<file path="config.mk">
export PLATFORM = sky130hd
export DESIGN_NAME = max7219_sequencer
export DESIGN_NICKNAME = d
export VERILOG_FILES = /design/src/rtl/max7219_sequencer.sv
export SDC_FILE = /design/constraint.sdc
export NUM_CORES = 1
export LEC_CHECK = 0
export ABC_AREA = 1
export CAP_MARGIN = 20
export CORE_MARGIN = 3
export CORE_UTILIZATION = 35
export CTS_CLUSTER_DIAMETER = 60
export DETAILED_ROUTE_END_ITERATION = 12
export REMOVE_ABC_BUFFERS = 1
export SYNTH_ARGS = -nofsm -noshare
export SYNTH_HDL_FRONTEND = slang
export SYNTH_SLANG_ARGS = --single-unit
</file>
<file path="constraint.sdc">
create_clock -name clk -period 2.34 [get_ports clk]
set_clock_uncertainty 0.2 [all_clocks]
set_input_delay 0.234 -clock clk [delete_from_list [all_inputs] [get_ports clk]]
set_output_delay 0.234 -clock clk [all_outputs]
set_load 0.005 [all_outputs]
</file>
<file path="src/rtl/max7219_sequencer.sv">
// max7219_sequencer
//
// Drives the command stream for a MAX7219 7-segment display through a 16-bit
// SPI master. After reset it sends the five-word initialisation sequence, then
// one frame of digit-register writes per update request. The block owns
// chip-select and sends exactly one word per CS-low window. It uses the SPI
// master's report_ready / report_send handshake to pace the words.
//
// Ports:
//   clk              system clock
//   res              asynchronous active-low reset
//   update           frame request (level or pulse)
//   digits           BCD digits, [3:0] = digit 0 (register 0x01)
//   spi_report_ready SPI master idle/ready
//   spi_report_send  SPI master finished shifting the current word
//   spi_cs           chip-select, active-low (registered)
//   spi_word         {4'h0, addr, data}, held while spi_cs is low
//   busy             high in every state except idle
//   init_done        init sequence has completed since reset
//
// Build option: define LEADING_ZERO_BLANK_EN to blank leading zero digits
// (data 0x0F) in each frame. Digit 0 is never blanked.

module max7219_sequencer #(
    parameter int unsigned NUM_DIGITS = 8,
    parameter logic [3:0]  INTENSITY  = 4'hF,
    parameter int unsigned CS_GAP     = 2
) (
    input  logic                    clk,
    input  logic                    res,
    input  logic                    update,
    input  logic [4*NUM_DIGITS-1:0] digits,
    input  logic                    spi_report_ready,
    input  logic                    spi_report_send,
    output logic                    spi_cs,
    output logic [15:0]             spi_word,
    output logic                    busy,
    output logic                    init_done
);

    localparam int unsigned    GapW      = (CS_GAP < 1) ? 1 : $clog2(CS_GAP + 1);
    localparam logic [GapW-1:0] GapMax   = GapW'(CS_GAP);
    localparam logic [2:0]     LastInit  = 3'd4;
    localparam logic [2:0]     LastDigit = 3'(NUM_DIGITS - 1);

    typedef enum logic [2:0] {
        StInitLoad,
        StWaitRdy,
        StCsLow,
        StCsHigh,
        StIdle
    } state_e;

    state_e          state_q, state_d;
    logic [2:0]      step_q, step_d;
    logic            frame_q, frame_d;      // 0: sending init words, 1: sending a frame
    logic            pending_q, pending_d;
    logic            init_done_q, init_done_d;
    logic [GapW-1:0] gap_q, gap_d;
    logic            cs_q, cs_d;
    logic [15:0]     word_q, word_d;
    logic [31:0]     digits_q, digits_d;    // zero-padded to 8 digits

    logic        launch;
    logic        sent;
    logic        last_step;
    logic        frame_start;
    logic [15:0] init_word;
    logic [15:0] frame_word;
    logic [15:0] next_word;
    logic [3:0]  digit_nib;
    logic [7:0]  frame_data;
    logic [3:0]  digit_addr;

    // Handshake qualifiers; ready is only looked at in WAIT_RDY, so its stale
    // value during the CS-falling cycle cannot start a second word.
    assign launch      = (state_q == StWaitRdy) && spi_report_ready && (gap_q >= GapMax);
    assign sent        = (state_q == StCsLow) && spi_report_send;
    assign last_step   = frame_q ? (step_q == LastDigit) : (step_q == LastInit);
    assign frame_start = ((state_q == StIdle) || ((state_q == StCsHigh) && last_step))
                         && (pending_q || update);

    // Word selection
    always_comb begin
        unique case (step_q)
            3'd0:    init_word = 16'h0F00;
            3'd1:    init_word = 16'h09FF;
            3'd2:    init_word = {8'h0A, 4'h0, INTENSITY};
            3'd3:    init_word = {8'h0B, 5'h00, LastDigit};
            default: init_word = 16'h0C01;
        endcase
    end

    assign digit_nib  = digits_q[{step_q, 2'b00} +: 4];
    assign digit_addr = {1'b0, step_q} + 4'd1;

`ifdef LEADING_ZERO_BLANK_EN
    logic [7:0] blank;
    logic       nz_above;

    // blank[k]: digit k and every digit above it are zero
    always_comb begin
        blank    = '0;
        nz_above = 1'b0;
        for (int k = 7; k >= 1; k--) begin
            nz_above = nz_above | (digits_q[4*k +: 4] != 4'h0);
            blank[k] = !nz_above;
        end
    end

    assign frame_data = blank[step_q] ? 8'h0F : {4'h0, digit_nib};
`else
    assign frame_data = {4'h0, digit_nib};
`endif

    assign frame_word = {4'h0, digit_addr, frame_data};
    assign next_word  = frame_q ? frame_word : init_word;

    // State register
    always_ff @(posedge clk or negedge res) begin
        if (!res) begin
            state_q     <= StInitLoad;
            step_q      <= 3'd0;
            frame_q     <= 1'b0;
            pending_q   <= 1'b0;
            init_done_q <= 1'b0;
            gap_q       <= '0;
            cs_q        <= 1'b1;
            word_q      <= 16'h0000;
            digits_q    <= 32'h0;
        end else begin
            state_q     <= state_d;
            step_q      <= step_d;
            frame_q     <= frame_d;
            pending_q   <= pending_d;
            init_done_q <= init_done_d;
            gap_q       <= gap_d;
            cs_q        <= cs_d;
            word_q      <= word_d;
            digits_q    <= digits_d;
        end
    end

    // Next-state logic
    always_comb begin
        state_d     = state_q;
        step_d      = step_q;
        frame_d     = frame_q;
        init_done_d = init_done_q;
        digits_d    = digits_q;
        pending_d   = pending_q | update;
        gap_d       = (gap_q < GapMax) ? gap_q + GapW'(1) : gap_q;

        // An update seen in the frame-start cycle is served by that frame.
        if (frame_start) begin
            pending_d = 1'b0;
            digits_d  = 32'(digits);
            frame_d   = 1'b1;
            step_d    = 3'd0;
        end

        unique case (state_q)
            StInitLoad: state_d = StWaitRdy;
            StWaitRdy: begin
                if (launch) state_d = StCsLow;
            end
            StCsLow: begin
                if (sent) state_d = StCsHigh;
            end
            StCsHigh: begin
                gap_d = '0;
                if (last_step) begin
                    step_d = 3'd0;
                    if (!frame_q) init_done_d = 1'b1;
                    if (frame_start) begin
                        state_d = StWaitRdy;
                    end else begin
                        state_d = StIdle;
                        frame_d = 1'b0;
                    end
                end else begin
                    step_d  = step_q + 3'd1;
                    state_d = frame_q ? StWaitRdy : StInitLoad;
                end
            end
            StIdle: begin
                if (frame_start) state_d = StWaitRdy;
            end
            default: state_d = StInitLoad;
        endcase
    end

    // Output logic: CS and word are registered so CS never glitches
    always_comb begin
        cs_d   = cs_q;
        word_d = word_q;
        if (launch) begin
            cs_d   = 1'b0;
            word_d = next_word;
        end
        if (sent) begin
            cs_d = 1'b1;
        end
    end

    assign busy      = (state_q != StIdle);
    assign spi_cs    = cs_q;
    assign spi_word  = word_q;
    assign init_done = init_done_q;

endmodule

</file>
Yosys cells after proc, flatten, opt, wreduce, memory -nomap -nowiden
Index checks and enable logic that the tools add are counted.
{"block": "totals", "register_bits": 60, "latchBits": 0, "ramBits": 0, "mem_bits_ro": 0, "inputBits": 37, "output_inout_bits": 19, "elab_cells": 66, "mem_count": 0}
{"block": "op_classes", "add_sub_neg": 3, "mul": 0, "div": 0, "magnitude_cmp": 2, "eq_ne": 13, "shift": 1, "muxes": 22, "bitwise": 2, "reduce_logical": 14}
{"operator": "11-bit case mux with 4 select lines", "count": 1}
{"operator": "32-bit by 6-bit indexed part select with 4-bit output", "count": 1}
{"operator": "3-bit two-way mux", "count": 8}
{"operator": "16-bit two-way mux", "count": 1}
{"operator": "3-bit case mux with 5 select lines", "count": 1}
{"operator": "3-bit by 2-bit == test with 1-bit output, second input constant", "count": 4}
{"operator": "3-bit == test, second input constant", "count": 3}
{"operator": "1-bit two-way mux", "count": 9}
{"operator": "3-bit by 1-bit == test with 1-bit output, second input constant", "count": 2}
{"operator": "3-bit logical NOT", "count": 2}
{"operator": "2-bit inequality test, second input constant", "count": 3}
{"operator": "3-bit AND reduction", "count": 2}
{"operator": "2-bit nonzero test", "count": 3}
{"operator": "1-bit logical AND", "count": 5}
{"operator": "3-bit by 1-bit adder with 4-bit output, second input constant", "count": 1}
{"operator": "2-bit two-way mux", "count": 2}
{"operator": "3-bit by 1-bit adder with 3-bit output, second input constant", "count": 1}
{"operator": "3-bit inequality test, second input constant", "count": 1}
{"operator": "2-bit by 1-bit adder with 2-bit output, second input constant", "count": 1}
{"operator": "2-bit >= comparator, second input constant", "count": 1}
{"operator": "1-bit logical OR", "count": 2}
{"operator": "2-bit < comparator, second input constant", "count": 1}
{"operator": "1-bit NOT", "count": 1}
{"operator": "1-bit OR", "count": 1}

Logic depth before layout (Yosys ltp)
{"block": "logic_depth", "depth_word": 9, "ltp_mapped": 12, "ltp_nobuf": 9}

Worst setup path before layout
No wires, ideal clock.
{"block": "synth_path", "path_type": "register to register", "startpoint": "register step_q[0]", "endpoint": "register word_q[1], in the netlist spi_word[1]", "setup_time_ps": 123, "arrival_ps": 1516, "required_ps": 2017, "path_slack_ps": 502, "path_stages_with_launch": 12, "n_path_buf": 3, "synth_period_minus_slack_ps": 1838, "path_cell_list": "dfrtp_1 buf_4 inv_2 buf_2 buf_2 ha_1 nand2_1 nand2_1 nand2_1 nand2_1 nor2_1 a21oi_1"}
{"block": "synth_via", "elab_chain_len": 3, "elab_cells_between_ends": 7, "cone_classes": "3 x eq/ne; 1 x shift; 2 x mux; 1 x reduce/logical"}
{"item": "start: declaration", "line": "55", "text": "logic [2:0] step_q, step_d;"}
{"item": "start signal: assignment", "line": "133", "text": "step_q <= step_d;"}
{"item": "parallel branches: the longest is 2 deep, another holds 32-bit by 6-bit indexed part select with 4-bit output"}
{"item": "16-bit two-way mux (*)", "line": "117", "text": "assign next_word = frame_q ? frame_word : init_word;"}
{"item": "end signal: assignment", "line": "139", "text": "word_q <= word_d;"}
{"item": "end: declaration", "line": "61", "text": "logic [15:0] word_q, word_d;"}
Every way passes the cells marked *.
A chain may end at the register's enable or synchronous reset.

Worst setup path after layout
{"block": "layout_path", "startpoint": "register frame_q", "endpoint": "register digits_q[0]"}
{"block": "layout_via", "elab_chain_len": 4}
{"item": "start: declaration", "line": "56", "text": "logic frame_q, frame_d;"}
{"item": "start signal: assignment", "line": "134", "text": "frame_q <= frame_d;"}
{"item": "1-bit two-way mux", "line": "79", "text": "assign last_step = frame_q ? (step_q == LastDigit) : (step_q == LastInit);"}
{"item": "1-bit logical AND", "line": "80", "text": "assign frame_start = ((state_q == StIdle) || ((state_q == StCsHigh) && last_step))"}
{"item": "1-bit logical OR", "line": "80"}
{"item": "1-bit logical AND", "line": "81", "text": "&& (pending_q || update);"}
{"item": "end signal: assignment", "line": "140", "text": "digits_q <= digits_d;"}
{"item": "end: declaration", "line": "62", "text": "logic [31:0] digits_q, digits_d;"}
Every way passes these cells.

==> summary.txt <==
internal power -> 2.47 mW
Post-route DRC -> 0
GRT Max-Usage Layer -> met2
Max-Cap Viols -> 0
Post-Syn Area -> 0.00282 mm^2
Sequential Area -> 0.00133 mm^2
Hold-fix buffers, CTS -> 1
Total GRT Usage -> 15.0%
Pre-antenna DRT Iters -> 4
GR Layer Usage met3 -> 2.60%
die area -> 0.00916 mm^2
total number of vias -> 2439
outcome -> finished, final reports clean
Crit path max-delay family -> simple AND/OR/NAND/NOR gates
met1 usage -> 19.8%
CP most frequent cell -> nand2_1
RePlAce Congestion -> 0.788
critical path peak fanout -> 33
Gate Count Post-Synth -> 369
wire length per cell -> 12.2 um
cell-by-cell trace of the critical path -> inv_2, nand2_1, o21ai_2, nor2_4, nand2_2, nand2_4, nand2_4, nand2_1, nand2_1
Nets -> 462
critical path type -> register to register
CTS tree -> done
most frequent cells in the layout -> nand2_1 (124), nand3_1 (66), dfrtp_1 (52)
clock sinks -> 53
CP Data Arrival Time -> 2020 ps
CORE AREA -> 0.00777 mm^2
Clock Power Share -> 15.1%
Worst-path clk slew -> 90 ps
Iter 0 DRT Violations -> 101
worst min-delay path class -> input port to asynchronous set/reset pin
H-tree depth -> 2
CTS root buffer -> clkbuf_8
part of the power in registers -> 40.0%
DPL Wire Length -> 4680 um
Die Width -> 95.7 um
Hold Vio Cnt, Final -> 0
Clock Path Buffers -> 2
Num CTS Buffers -> 5
commonest non-fill, non-tap cell in the layout -> nand2_1
vias in the first global route -> 2325
final WL -> 6370 um
initial core utilization -> 36.2%
port bufs -> 51
RSZ-0062 raised after global routing -> false
Multi-input gate area -> 0.00119 mm^2
I/O Pins -> 56
Area contributors post-synth -> dfrtp_1 (46%), nand2_1 (17%), nand3_1 (12%), inv_1 (4.4%), buf_4 (2.9%)
Critical Path Max Stage Delay -> 560 ps
Rel. slew slack -> 62.2%
Worst Tran Pin Value -> 567 ps
Area growth syn-to-layout -> 24.5%
Max rail drop VDD -> 0.000370 V
fin crit share -> 86.2%
Finished Core Util -> 45.1%
first-pass GRT wire length -> 10700 um
post-DR vias/cell -> 4.67
fmax -> 0.496 GHz
antenna violations before repair -> 0
met2 Use GR -> 25.1%
sequential share of the synthesized area -> 47.2%
switching share of total power -> 39.0%
Netlist cell types -> 25
Synth area leader -> dfrtp_1
Mean Syn Cell Area -> 7.63 um^2
antenna viol nets, final -> 0
slowest CP cell -> dfrtp_1
# Post-CTS Setup Buffers -> 0
Power per Cell Area -> 1160 mW/mm^2
Setup crit end kind -> register
PostCTS Resize Cnt -> 0
leakage -> 1.77 nW
Tmin final -> 2020 ps
largest net degree at the start of global routing -> 34
Net Sw Power -> 1.58 mW
Final setup viols -> 0
Ant. Diodes -> 0
clk_lat worst skew -> 300 ps
CP Launch Type -> register
fin. max-slew vios -> 0
Comb power frac -> 44.9%
Yosys warning total -> 0
Critical path buffers and inverters -> 1
die height -> 95.7 um
Worst Path Required -> 2340 ps
register bit total from synthesis -> 53
fillers -> 798
layout cells sized above 1 -> 10.5%
Overflow after GRT -> 0
setup TNS -> 0 ps
fraction of post-synthesis cell area in the top cell type by area -> 46.2%
row count -> 32
cell usage after synthesis, drive strengths merged:
| cell | number |
|---|---|
| o22ai | 3 |
| o21bai | 1 |
| nand3 | 66 |
| buf | 18 |
| clkbuf | 5 |
| clkinv | 1 |
| ha | 6 |
| o21a | 1 |
| o21ai | 8 |
| nor2 | 20 |
| nand2 | 139 |
| a31oi | 1 |
| a21oi | 7 |
| inv | 39 |
| dfrtp | 52 |
| dfstp | 1 |
| conb | 1 |
through the flow:
stage | hold slack (ps) | instance area (um^2) | cells | setup slack [ps] | power [mW]
after floorplan | -262 | 2670 | 349 | 179 | 2.71
after global placement | 56.7 | 3390 | 513 | 362 | 3.43
after detailed placement | 55.3 | 3390 | 513 | 329 | 3.47
after CTS | 274 | 3500 | 522 | 312 | 4.09
after global routing | 284 | 3500 | 522 | 71.9 | 4.45
final | 258 | 3500 | 522 | 322 | 4.05
power groups by stage:
stage | Clock [mW] | Combinational, mW | Sequential, mW
2_1_floorplan | 0 | 1.09 | 1.62
3_3_place_gp | 0 | 1.79 | 1.64
3_5_place_dp | 0 | 1.83 | 1.64
4_1_cts | 0.628 | 1.84 | 1.63
5_1_grt | 0.666 | 2.11 | 1.68
6_report | 0.612 | 1.82 | 1.62
layer usage:
layer,share of wire (%),routed length (um)
met2,48,3040
met1,46,2920
met4,1.2,79
met5,0,0
met3,5.2,328
worst register-to-register path, delay by kind of cell (launching register included):
family          cells  cell delay [ps]
simple gates        7              980
compound gates      1               70
buf+inv             1              100
flops               1              560
sequential cells by signal, indices dropped and copies added, names as in the netlist:
register   count
spi_word       9
gap_q          2
step_q         3
digits_q      32
spi_cs         1
init_done      1
state_q        3
pending_q      1
frame_q        1
logic make-up after synthesis:
group / share of synthesized area, %
flops: 47.2
simple gates: 35.0
other cells: 0.133
compound gates: 4.22
buf+inv: 10.8
fa+ha+maj: 2.67
final cells by class:
type,instances,area share (%)
Inverter,40,4.28
Clock buffer,6,2.07
Multi-Input combinational cell,256,34.1
Timing Repair Buffer,63,17.1
Tap cell,102,3.64
Sequential cell,53,37.9
Clock inverter,2,1.00
path summary, 6_finish.rpt:
path | from | endpoint | slack (ps) | cells past startpoint
worst max-delay path | frame_q$_DFF_PN0_ | digits_q[0]$_DFFE_PN0P_ | 320 | 9
worst min-delay path | res | spi_word[1]$_DFFE_PN0P_ | 260 | 2
worst min register to register | spi_cs$_DFFE_PN1P_ | spi_cs$_DFFE_PN1P_ | 270 | 2
min in group clk | spi_cs$_DFFE_PN1P_ | spi_cs$_DFFE_PN1P_ | 270 | 2
worst max register to register | frame_q$_DFF_PN0_ | digits_q[0]$_DFFE_PN0P_ | 320 | 9
max in group asynchronous | res | spi_cs$_DFFE_PN1P_ | 1010 | 3
No activity file was read; power rests on OpenSTA's default activity.
==> patch 1 (config.mk and constraints unchanged) <==
Set the parameter `CS_GAP` to 4 (it was 2).
--- a/src/rtl/max7219_sequencer.sv
+++ b/src/rtl/max7219_sequencer.sv
@@ -24,7 +24,7 @@
 module max7219_sequencer #(
     parameter int unsigned NUM_DIGITS = 8,
     parameter logic [3:0]  INTENSITY  = 4'hF,
-    parameter int unsigned CS_GAP     = 2
+    parameter int unsigned CS_GAP     = 4
 ) (
     input  logic                    clk,
     input  logic                    res,
Formal check against the unedited RTL: not equivalent (Yosys sat finds a counterexample within 4 cycles, from zero or initial values).
==> patch 1 against the unedited design <==
- routed wire length decreased by 2.2%
- sequential cell count increased by 1
- count of clock-buffer cells in the layout increased by 1
- core utilization decreased by 0.34 points
- sequential power increased by 3%
- area after synthesis increased by 0.98%
- via count decreased by 1.3%
- power decreased by 1.9%
- synthesized cell count increased by 0.27%
- critical endpoint is now digits_q[9]$_DFFE_PN0P_
- critical path type unchanged
- design area decreased by 0.25%
- largest cell class unchanged
- setup slack got worse by 0.030 ns
- worst hold slack got worse by 0.067 ns
- first-iteration DRC count decreased by 20%
==> patch 1: results (changes against the unedited design) <==
stage,metric,value,unit,change
outcome,status,"complete, no violations",,unchanged
synth,ys_types,27,,was 25
global_routing,grt_pass1_vias,2367,,"was 2,325"
route,drt_iter0_drc,81,,was 101
synth,synth_area_leaders,"dfrtp_1, nand2_1, nand3_1, inv_1, buf_4",,unchanged
pwr,p_sw,0.00158,W,about the same
pwr,ir_worst_vdd,356,µV,was 370 µV
critical_path,max_stage_delay,0.58,ns,was 0.56 ns
clock_network,cts_buffer_depth,2,,unchanged
place,gp_congestion,0.825,,was 0.788
place,dp.cells,511,,was 513
route,drtAntennaViolNets,0,,unchanged
synth,avgSynthCellArea,7.68,µm²,was 7.63 µm²
synth,synth-seq-area-share,47.6,%,was 47.2%
pwr,power_leakage,1.77,nW,about the same
cells_and_area,stdcell_count,520,,was 522
place,dp_hpwl,4600,µm,was 4680 µm
clock_network,clkLatencyLatePin,0.30,ns,about the same
synth,synth_common_cells,"nand2_1, nand3_1, dfrtp_1",,unchanged
route,routed_wl,6230,µm,was 6370 µm
cells_and_area,n_fill_cell,809,,was 798
place,dpl_worst_slack,0.274,ns,was 0.329 ns
sta,slew_headroom,65.0,%,was 62.2%
route,avgViaCountPerCell,4.63,,was 4.67
cells_and_area,nets,460,,was 462
cells_and_area,drive_gt1_share,7.42,%,was 10.5%
==> patch 1: changes by cell type after synthesis, sizes merged, moves of 2 or more <==
cell   change
a31oi      +3
buf        +2
nand2     -11
nor2       +4
o21ai      +2
o22ai      -2
==> patch 1: cell families (layout without fill, tap and decap cells) <==
kind of cell             count (synthesis)  after routing  synth area share (%)
AND/OR/NAND/NOR                        219            219                  33.5
adder cells (fa/ha/maj)                  6              6                  2.64
buffers and inverters                   66            111                  11.3
XOR/XNOR                                 1              1                 0.308
AO/OA/AOI/OAI                           23             23                  4.58
flip-flops                              54             54                  47.6
other                                    1              4                 0.132
==> patch 1: final cells by class <==
type	count	share of cell area [%]
repair buffers	62	16.9
well taps	102	3.65
inverters	41	4.40
clock inverters	1	0.143
multi-input cells	253	33.8
flip-flops and latches	54	38.7
clock buffers	7	2.47
==> patch 1: worst paths after layout <==
check	depth (start not counted)	slack [ns]	start	endpoint
max	8	0.29	step_q[1]$_DFFE_PN0P_	digits_q[9]$_DFFE_PN0P_
min	2	0.19	res	digits_q[27]$_DFFE_PN0P_
max reg2reg	8	0.29	step_q[1]$_DFFE_PN0P_	digits_q[9]$_DFFE_PN0P_
min reg2reg	2	0.26	spi_cs$_DFFE_PN1P_	spi_cs$_DFFE_PN1P_
max in group asynchronous	3	1.11	res	digits_q[9]$_DFFE_PN0P_
min in group clk	2	0.26	spi_cs$_DFFE_PN1P_	spi_cs$_DFFE_PN1P_
==> patch 1: repair_timing <==
item                                    4_1_cts  5_1_grt
endpoints found under the hold margin        17        0
endpoints found under the setup margin        0        0
hold buffers                                  1        0
gates resized for setup                       0        0
==> patch 1: per-stage QoR <==
| stage | instance area [µm²] | hold slack (ns) | util, % |
|---|---|---|---|
| after CTS | 3500 | 0.202 | 44.8 |
| after floorplan | 2690 | -0.262 | - |
| after global routing | 3500 | 0.231 | 44.8 |
| after global placement | 3390 | -0.00754 | 43.5 |
| after detailed placement | 3390 | -0.000169 | 43.5 |
| final | 3500 | 0.192 | 44.8 |
==> patch 1: power groups by stage <==
| stage | combinational (W) | clock [W] | sequential (W) |
|---|---|---|---|
| after detailed placement | 0.00179 | 0 | 0.00169 |
| after floorplan | 0.00110 | 0 | 0.00166 |
| after global routing | 0.00208 | 0.000588 | 0.00173 |
| final | 0.00177 | 0.000538 | 0.00167 |
| after CTS | 0.00180 | 0.000559 | 0.00168 |
| after global placement | 0.00175 | 0 | 0.00168 |
==> patch 1: per-layer routing <==
layer,wire (µm),vias up,global-route usage [%]
li1,-,1238,-
met5,0,-,0
met4,64,0,3.20
met3,245,6,2.81
met1,2970,1121,19.3
met2,2940,43,25.1
==> patch 2 (same settings) <==
Without the edit above. The 5 states of `state_e` get a one-hot encoding in 5 bits.
--- a/src/rtl/max7219_sequencer.sv
+++ b/src/rtl/max7219_sequencer.sv
@@ -43,12 +43,12 @@
     localparam logic [2:0]     LastInit  = 3'd4;
     localparam logic [2:0]     LastDigit = 3'(NUM_DIGITS - 1);
 
-    typedef enum logic [2:0] {
-        StInitLoad,
-        StWaitRdy,
-        StCsLow,
-        StCsHigh,
-        StIdle
+    typedef enum logic [4:0] {
+        StInitLoad = 5'b00001,
+        StWaitRdy  = 5'b00010,
+        StCsLow    = 5'b00100,
+        StCsHigh   = 5'b01000,
+        StIdle     = 5'b10000
     } state_e;
 
     state_e          state_q, state_d;
Behaviour: no difference found for any inputs over 10 cycles, from zero or initial values; not proved beyond that.
==> patch 2 against the unedited design <==
- sequential share of layout area grew 0.38 points
- combinational power shrank 11%
- die area grew 3.2%
- routed wire length grew 2.0%
- setup slack lost 0.080 ns
- sequential cell count grew 2
- critical path depth shrank 4
- design area grew 2.8%
- power shrank 6.5%
- largest cell class unchanged
- via count grew 2.5%
- area after synthesis grew 3.4%
- clock power shrank 5.9%
- core utilization grew 0.57 points
==> patch 2: results (changes against the unedited design) <==
stage,metric,value,unit,change
cells_and_area,n_fill_cell,799,,was 798
place,dp.cells,533,,was 513
global_routing,antenna_found_initial,0,,unchanged
cells_and_area,diodes,0,,unchanged
outcome,status,"complete, no violations",,unchanged
clock_network,clk_pin_slew,0.09,ns,about the same
critical_path,regToRegEndpoint,digits_q[11]$_DFFE_PN0P_,,was digits_q[0]$_DFFE_PN0P_
synth,syn_inst,390,,was 369
route,avgViaCountPerCell,4.61,,was 4.67
global_routing,grt.total_usage,14.2,%,was 15.0%
clock_network,cts_setup_buffers,0,,unchanged
place,dp_hpwl,4750,µm,was 4680 µm
critical_path,crit_slowest_cell,clkdlybuf4s50_1,,was dfrtp_1
critical_path,endpoint,busy,,was digits_q[0]$_DFFE_PN0P_
clock_network,cts_buffers,5,,unchanged
pwr,ir_worst_vdd,422,µV,was 370 µV
synth,synth_common_cells,"nand2_1, nand3_1, dfrtp_1",,unchanged
clock_network,cts_root_buffer,clkbuf_8,,unchanged
critical_path,startpoint,state_q[3]$_DFFE_PN0P_,,was frame_q$_DFF_PN0_
synth,synth_area_leaders,"dfrtp_1, nand2_1, nand3_1, inv_1, buf_4",,unchanged
global_routing,grt_pass1_wl,11200,µm,"was 10,700 µm"
route,drt_iter0_drc,128,,was 101
place,dpl_worst_slack,0.274,ns,was 0.329 ns
critical_path,max_stage_delay,0.45,ns,was 0.56 ns
cells_and_area,nets,482,,was 462
clock_network,cts_buffer_depth,2,,unchanged
critical_path,r2r_start,step_q[0]$_DFFE_PN0P_,,was frame_q$_DFF_PN0_
cells_and_area,drive_gt1_share,6.82,%,was 10.5%
min_path,worstHoldPathType,in2async,,unchanged
route,drt_first_pass_iters,5,,was 4
global_routing,grt_max_degree,34,,unchanged
pwr,p_int,0.00232,W,was 0.00247 W
place,gp_congestion,0.882,,was 0.788
route,top_layer,met4,,unchanged
route,wl_met3,315,µm,was 328 µm
pwr,power_leakage,1.88,nW,was 1.77 nW
route,m1WireLength,3050,µm,was 2920 µm
critical_path,r2r_slack,0.30,ns,was 0.32 ns
cells_and_area,stdcell_count,542,,was 522
critical_path,crit_fanout,4,,was 33
sta,fmax,477,MHz,was 496 MHz
synth,synth-seq-area-share,47.4,%,was 47.2%
synth,async_reset_ff_share,100,%,unchanged
critical_path,arrival,1.66,ns,was 2.02 ns
route,routed_wl,6490,µm,was 6370 µm
route,met2_length,3070,µm,was 3040 µm
critical_path,rr_worst_depth,9,,unchanged
synth,ys_types,24,,was 25
sta,hold_viol_final,0,,unchanged
global_routing,grt_pass1_vias,2344,,"was 2,325"
clock_network,h-tree-depth,2,,unchanged
place,place_area,3490,µm²,was 3390 µm²
route,post-route-drc-count,0,,unchanged
[patch 2: per-stage QoR]
step	util (%)	power [W]
after detailed placement	44.3	0.00324
after CTS	45.7	0.00383
after floorplan	-	0.00261
final	45.7	0.00379
after global routing	45.7	0.00416
after global placement	44.3	0.00320
[patch 2: layout make-up]
type,instances,area share [%]
clock buffers,8,2.78
inverters,44,4.58
multi-input cells,270,33.9
flip-flops and latches,55,38.3
well taps,102,3.54
repair buffers,63,16.9
[patch 2: critical path: cells and delay by family (launching register included)]
family                 cells  cell delay, ns
AND/OR/NAND/NOR            2            0.34
flip-flops                 1            0.40
buffers and inverters      3            0.62
[patch 2: per-layer routing]
metal,global-route usage (%),up-vias
met5,0,-
met4,3.02,0
met3,2.73,7
met2,23.5,52
met1,19.3,1149
li1,-,1292
[patch 2: timing repair]
| action | 4_1_cts | 5_1_grt |
|---|---|---|
| hold endpoints to repair | 54 | 0 |
| hold buffers | 1 | 0 |
| gates resized for setup | 0 | 0 |
[patch 2: power groups by stage]
stage	clock network, W	logic [W]	registers (W)
6_report	0.000576	0.00162	0.00160
5_1_grt	0.000638	0.00187	0.00165
4_1_cts	0.000595	0.00164	0.00160
3_5_place_dp	0	0.00162	0.00162
3_3_place_gp	0	0.00158	0.00162
2_1_floorplan	0	0.00102	0.00159
[patch 2: kinds of logic (layout without fill, tap and decap cells)]
family                   Yosys count  in the layout  share of synthesized area [%]
AND/OR/NAND/NOR                  235            235                           34.3
AO/OA/AOI/OAI                     25             25                           4.60
buffers and inverters             68            115                           11.0
adder cells (fa/ha/maj)            6              6                           2.58
flip-flops                        55             55                           47.4
other                              1              4                          0.129
[patch 2: how the worst min path moves through the flow]
| stage | start | end | slack [ns] | cells past startpoint |
|---|---|---|---|---|
| after CTS | res | gap_q[0]$_DFFE_PN0P_ | 0.11 | 2 |
| after detailed placement | res | gap_q[0]$_DFFE_PN0P_ | -0.09 | 1 |
| after floorplan | res | digits_q[0]$_DFFE_PN0P_ | -0.26 | 0 |
| after global routing | res | gap_q[0]$_DFFE_PN0P_ | 0.12 | 2 |
| final | res | gap_q[0]$_DFFE_PN0P_ | 0.11 | 2 |
| after global placement | res | gap_q[0]$_DFFE_PN0P_ | -0.09 | 1 |
